===== src/rtl/reg_writeback_unit.sv =====
// Register file write side: writeback results queue in an in-order FIFO and
// commit one per cycle into a 32-entry array that feeds two async read ports.
module reg_writeback_unit #(
  parameter int unsigned DEPTH          = 4,
  parameter int unsigned WIDTH          = 32,
  parameter bit          ZERO_HARDWIRED = 1'b0
) (
  input  logic                     CLK,
  input  logic                     RESET_N,
  input  logic                     WB_VALID,
  output logic                     WB_READY,
  input  logic [4:0]               WB_REG,
  input  logic [WIDTH-1:0]         WB_DATA,
  input  logic                     DRAIN_EN,
  input  logic [4:0]               ReadReg1,
  input  logic [4:0]               ReadReg2,
  output logic [WIDTH-1:0]         A,
  output logic [WIDTH-1:0]         B,
  output logic                     HAZARD_A,
  output logic                     HAZARD_B,
  output logic [$clog2(DEPTH):0]   FIFO_COUNT
);

  localparam int unsigned PTR_W = $clog2(DEPTH);
  localparam int unsigned CNT_W = PTR_W + 1;
  localparam logic [PTR_W-1:0] PTR_ONE  = PTR_W'(1);
  localparam logic [CNT_W-1:0] CNT_ONE  = CNT_W'(1);
  localparam logic [CNT_W-1:0] FULL_CNT = CNT_W'(DEPTH);

  logic [WIDTH-1:0] regs_q      [32];
  logic [WIDTH-1:0] regs_d      [32];
  logic [4:0]       fifo_reg_q  [DEPTH];
  logic [4:0]       fifo_reg_d  [DEPTH];
  logic [WIDTH-1:0] fifo_data_q [DEPTH];
  logic [WIDTH-1:0] fifo_data_d [DEPTH];
  logic [PTR_W-1:0] wr_ptr_q, wr_ptr_d;
  logic [PTR_W-1:0] rd_ptr_q, rd_ptr_d;
  logic [CNT_W-1:0] count_q, count_d;
  logic [DEPTH-1:0] entry_valid;
  logic             push, commit;
  logic [4:0]       head_reg;

  assign WB_READY   = (count_q != FULL_CNT);
  assign FIFO_COUNT = count_q;
  assign push       = WB_VALID && WB_READY;
  assign commit     = DRAIN_EN && (count_q != '0);
  assign head_reg   = fifo_reg_q[rd_ptr_q];

  always_comb begin
    regs_d      = regs_q;
    fifo_reg_d  = fifo_reg_q;
    fifo_data_d = fifo_data_q;
    wr_ptr_d    = wr_ptr_q;
    rd_ptr_d    = rd_ptr_q;
    count_d     = count_q;
    if (push) begin
      fifo_reg_d[wr_ptr_q]  = WB_REG;
      fifo_data_d[wr_ptr_q] = WB_DATA;
      wr_ptr_d              = wr_ptr_q + PTR_ONE;
    end
    if (commit) begin
      if (!(ZERO_HARDWIRED && (head_reg == 5'd0))) begin
        regs_d[head_reg] = fifo_data_q[rd_ptr_q];
      end
      rd_ptr_d = rd_ptr_q + PTR_ONE;
    end
    case ({push, commit})
      2'b10:   count_d = count_q + CNT_ONE;
      2'b01:   count_d = count_q - CNT_ONE;
      default: count_d = count_q;
    endcase
  end

  // A slot is live when its distance from the head (mod DEPTH) is below the count.
  always_comb begin
    entry_valid = '0;
    for (int unsigned i = 0; i < DEPTH; i++) begin
      entry_valid[i] = ({1'b0, PTR_W'(PTR_W'(i) - rd_ptr_q)} < count_q);
    end
  end

  always_comb begin
    HAZARD_A = 1'b0;
    HAZARD_B = 1'b0;
    for (int unsigned i = 0; i < DEPTH; i++) begin
      if (entry_valid[i] && (fifo_reg_q[i] == ReadReg1)) HAZARD_A = 1'b1;
      if (entry_valid[i] && (fifo_reg_q[i] == ReadReg2)) HAZARD_B = 1'b1;
    end
    if (ZERO_HARDWIRED && (ReadReg1 == 5'd0)) HAZARD_A = 1'b0;
    if (ZERO_HARDWIRED && (ReadReg2 == 5'd0)) HAZARD_B = 1'b0;
  end

  always_comb begin
    A = regs_q[ReadReg1];
    B = regs_q[ReadReg2];
    if (ZERO_HARDWIRED && (ReadReg1 == 5'd0)) A = '0;
    if (ZERO_HARDWIRED && (ReadReg2 == 5'd0)) B = '0;
  end

  always_ff @(posedge CLK) begin
    if (!RESET_N) begin
      for (int unsigned i = 0; i < 32; i++) regs_q[i] <= '0;
      for (int unsigned i = 0; i < DEPTH; i++) begin
        fifo_reg_q[i]  <= '0;
        fifo_data_q[i] <= '0;
      end
      wr_ptr_q <= '0;
      rd_ptr_q <= '0;
      count_q  <= '0;
    end else begin
      regs_q      <= regs_d;
      fifo_reg_q  <= fifo_reg_d;
      fifo_data_q <= fifo_data_d;
      wr_ptr_q    <= wr_ptr_d;
      rd_ptr_q    <= rd_ptr_d;
      count_q     <= count_d;
    end
  end

endmodule


===== config.mk =====
export PLATFORM = sky130hd
export DESIGN_NAME = reg_writeback_unit
export DESIGN_NICKNAME = d
export VERILOG_FILES = /design/src/rtl/reg_writeback_unit.sv
export SDC_FILE = /design/constraint.sdc
export NUM_CORES = 2
export LEC_CHECK = 0
export CORE_ASPECT_RATIO = 1.75
export CORE_MARGIN = 2
export CORE_UTILIZATION = 58
export DETAILED_ROUTE_END_ITERATION = 10
export PLACE_DENSITY_LB_ADDON = 0.1
export SLEW_MARGIN = 20
export SYNTH_ARGS = -nofsm -noshare
export SYNTH_HDL_FRONTEND = slang
export SYNTH_SLANG_ARGS = --single-unit
export TNS_END_PERCENT = 10

===== constraint.sdc =====
create_clock -name CLK -period 4.3 [get_ports CLK]
set_input_delay 0.43 -clock CLK [delete_from_list [all_inputs] [get_ports CLK]]
set_output_delay 0.43 -clock CLK [all_outputs]
set_load 0.03 [all_outputs]

## Yosys cells after proc, flatten, opt, wreduce, memory -nomap -nowiden

Index checks and enable logic that the tools add are counted.

- Bits in registers: 1,179
- Input port bits: 51
- Output and inout port bits: 70
- Word-level logic and storage cells: 122

- $add $sub $neg: 8
- Order comparisons: 11
- Equality and inequality tests: 11
- Muxes and demuxes: 30
- Bitwise gates (word level): 5
- Reduce and logical (&&, ||, !) cells: 14

Operators by type and width:

| kind | number |
|---|---|
| $bwmux 1024 | 1 |
| $bmux 32 s5 | 2 |
| $mux 32 | 8 |
| $demux 32 s5 | 1 |
| $bwmux 128 | 1 |
| $bmux 32 s2 | 1 |
| $demux 32 s2 | 1 |
| $eq 5x5->1 | 8 |
| $bwmux 20 | 1 |
| $ge 6x6->1 const B | 3 |
| $not 5->6 | 3 |
| $mux 5 | 3 |
| $logic_and 1x1->1 | 12 |
| $lt 2x3->1 | 4 |
| $bmux 5 s2 | 1 |
| $demux 5 s2 | 1 |
| $mux 1 | 8 |
| $ge 3x3->1 const B | 2 |
| $lt 6x1->1 const B | 1 |
| $not 2->3 | 2 |
| $pmux 3 s2 | 1 |
| $add 2x1->2 const B | 2 |
| $sub 1x2->2 const A | 2 |
| $sub 2x2->2 const A | 2 |
| other kinds (8) | 8 |

## Longest topological paths before layout

- Word-level depth: 10
- Mapped depth: 10
- Gate-level depth less buffers: 8

## Worst setup path after synthesis

Ideal clock, no wire load.

- Path type: input to output
- Start point: input port ReadReg2[0]
- End point: output port B[21]
- Arrival: 2.675 ns
- Data required time: 3.870 ns
- Slack: 1.195 ns
- Stages: 7
- Path buffers: 4
- Cell sequence: clkbuf_1 > buf_2 > buf_1 > buf_2 > mux4_2 > mux4_2 > mux2_2

- Longest elaborated chain between the ends: 4

Ends and longest elaborated chain:

| item | RTL line | source |
|---|---|---|
| start: declaration | 16 | `input logic [4:0] ReadReg2,` |
| $not 5->6 (implied by the code) | 95 | `B = regs_q[ReadReg2];` |
| $bmux 32 s5 | 95 |  |
| $mux 32 (implied by the code) (2 in series) | 95 |  |
| end: declaration | 18 | `output logic [WIDTH-1:0] B,` |

Every way passes these cells. The select of a mux whose other input is x is not followed.

## Worst setup path after layout

- Start point: input port ReadReg2[0]
- End point: output port B[31]

Same word-level chain as after synthesis.

==> metrics.csv <==
stage,metric,value,unit
cts,CTS tree,yes,
critical_path,worst setup path category,in -> out,
timing,Worst Hold Slack,0.2704,ns
synthesis,Synth Instances,5140,
synthesis,Compound-Gate Fraction of Synth Area,2.050,%
cts,Post-CTS Setup Bufs,0,
synthesis,largest family of logic cells by synthesized area,multiplexers,
synthesis,adder-cell share of the synthesized area,0.2235,%
worst_hold_path,Hold Path Class,in -> reg,
cts,post-CTS sizing,0,
die,Die ar.,0.1050,mm2
synthesis,Post-synth EDFFs,0,
power,PD cells,375.9,mW/mm2
detailed_routing,# DRC,0,
detailed_routing,Vias per Instance,6.487,
run,max cap viols,0,
timing,relative slew slack,21.22,%
timing,crit share post-route,82.30,%
die,Die Width,245.8,um
detailed_routing,DR iter-0 viols,3484,
die,die span in y,427.1,um
cts,CTS Hold Buffers Added,0,
global_route,global route overflow,0,
synthesis,most frequent cell after synthesis,nand2_1,
global_route,gr usage total,33.16,%
timing,final hold vios,0,
die,core footprint,0.1016,mm2
synthesis,synth warn,0,
cts,clk sinks,1179,
die,I/O pins,121,
timing,final setup vio count,0,
synthesis,Unique masters post-synth,34,
timing,worst slew pin tran,1.182,ns
timing,Max Slew Vio Count,0,
synthesis,Synth Area in Simple Gates,9.351,%
cts,Clock Path Buffers,3,
global_route,vias in the first global route,42515,
synthesis,Synth Cell Area,0.05933,mm2
synthesis,Post-synth top flop,dfxtp_1,
detailed_routing,Vias,41531,
die,Initial Util,58.38,%
critical_path,CP startpoint kind,input pin,
global_route,antenna violations before repair,5,
run_status,status,"finished, final reports clean",
critical_path,crit path DAT,3.11,ns
timing,setup tns final,0,ns
placement,GP Congestion,0.8141,
critical_path,Max stage delay on crit path,0.60,ns
finish,area delta synth->final,10.97,%
cts,htree depth,3,
cts,number of CTS-inserted buffers,106,
synthesis,net count after synthesis,5201,
placement,DPL Wire Length,100300,um
cts,clk slew on worst S/H paths,0.07,ns
critical_path,Worst path slowest cell,clkdlybuf4s50_1,
timing,fmax,0.2826,GHz
finish,Layout Nets,5042,
cts,clock latency on the worst-skew pair,0.73,ns
power,Design Power,0.02475,W
global_route,first-pass GRT wire length,261400,um
critical_path,CP Cell Sequence,"buf_8, buf_12, buf_12, mux4_2, mux4_2, mux2_2, clkdlybuf4s50_1",
cts,Clock Tree Root,clkbuf_16,
power,P_leak,25.91,nW
synthesis,async set or reset register ratio after synthesis,0,%
synthesis,Synth top area share,39.78,%
detailed_routing,final WL,172500,um
detailed_routing,drt pass-1 iters,6,
timing,unrepaired setup endpoints after global routing,no,
finish,layout cells sized above 1,22.18,%
power,worst vdd ir,449.3,uV
synthesis,Post-Synth XOR/XNOR Area,0.6791,%
global_route,largest net degree at the start of global routing,204,
timing,Setup Skew,0.01871,ns
synthesis,mux cell area share after synthesis,44.19,%
synthesis,Synth Area per Inst,11.54,um2
synthesis,post-synth top area cell,dfxtp_1,
synthesis,synth top area cells,"dfxtp_1 (40%), mux4_2 (26%), mux2i_1 (17%)",
critical_path,worst path required time,3.87,ns
die,num rows,155,
critical_path,Crit. End Element,primary output,
detailed_routing,Final ANT Viol Nets,0,
synthesis,post-synthesis sequential area ratio,39.78,%
placement,Buffers on Ports,120,
finish,Diodes inserted,0,
critical_path,CP max FO,33,
timing,crit path time final,3.539,ns
synthesis,Synth Register Bits,1179,
synthesis,synth cell count leaders,"nand2_1 (1373), dfxtp_1 (1179), mux2i_1 (1024)",
detailed_routing,Wirelength per Cell,26.95,um
[layout make-up]
| class | count | area, um2 |
|---|---|---|
| fillers | 7890 | 35780 |
| clock buffers | 147 | 3072 |
| repair buffers | 264 | 2920 |
| inverters | 8 | 30.03 |
| well taps | 1334 | 1669 |
| multi-input cells | 3422 | 33780 |
| flip-flops and latches | 1179 | 23610 |
| clock inverters | 48 | 758.2 |
[through the flow]
stage / instance area, um2 / std cells / setup slack [ns] / util [%]
after detailed placement: 62000 / 6207 / 0.7394 / 61.01
after global routing: 65840 / 6402 / 0.6832 / 64.79
after global placement: 62000 / 6207 / 0.7538 / 61.01
after CTS: 65830 / 6402 / 0.7362 / 64.78
after floorplan: 59330 / 5140 / 1.195 / -
final: 65840 / 6402 / 0.7612 / 64.79
[sequential cells by signal (all words and copies together) (netlist names)]
name         cells
regs_q        1024
fifo_data_q    128
fifo_reg_q      20
FIFO_COUNT       3
rd_ptr_q         2
wr_ptr_q         2
[power breakdown]
group | switching (W) | internal [W] | total [W]
logic | 0.00191 | 0.00107 | 0.00298
registers | 0.000159 | 0.0111 | 0.0112
clock network | 0.00440 | 0.00613 | 0.0105
total | 0.00647 | 0.0183 | 0.0248
[critical path: cells and delay by family]
| kind | cells | cell delay (ns) |
|---|---|---|
| mux | 3 | 1.34 |
| buf+inv | 4 | 1.28 |
[path summary, 6_finish.rpt]
kind	slack (ns)	cells past startpoint	startpoint	to
worst max-delay path	0.76	7	ReadReg2[0]	B[31]
worst min-delay path	0.27	2	RESET_N	fifo_data_q[37]
worst max register to register	0.87	4	rd_ptr_q[0]	regs_q[237]
worst min register to register	0.46	2	fifo_data_q[117]	fifo_data_q[117]
[routing by layer]
| layer | global-route usage [%] | share of wire (%) |
|---|---|---|
| met1 | 41.93 | 40 |
| met2 | 57.25 | 50 |
| met3 | 4.459 | 6.1 |
| met4 | 13.61 | 4.0 |
| met5 | 0 | 0.014 |
[kinds of logic (layout without fill, tap and decap cells)]
group,count (synthesis),count (layout)
simple gates,1438,1438
flops,1179,1179
fa+ha+maj,10,10
buf+inv,539,467
mux,1765,1765
xor+xnor,46,46
compound gates,163,163
[layout by cell type, fill, tap and decap left out, drive strengths merged]
master         Yosys  final
mux4             677    677
o31ai              1      1
nand2           1373   1373
a21oi              3      3
nor4b              3      3
fa                 1      1
or3b               1      1
clkinvlp           0     11
nor2b              2      2
bufinv             0     19
clkdlybuf4s50      0    107
xor2              33     33
a21boi           151    151
o21bai             2      2
dfxtp           1179   1179
o21ai              2      2
or3                3      3
buf              180    157
inv                8      8
nor3               9      9
and2               6      6
ha                 9      9
mux2i           1024   1024
and3               4      4
xnor2             13     13
clkinv             0     18
nand4b             3      3
nand4              7      7
nor2              17     17
nor4               1      1
o211ai             4      4
nand3              5      5
clkbuf           351    147
mux2              64     64
nand2b             4      4
(Power assumes the default switching activity.)
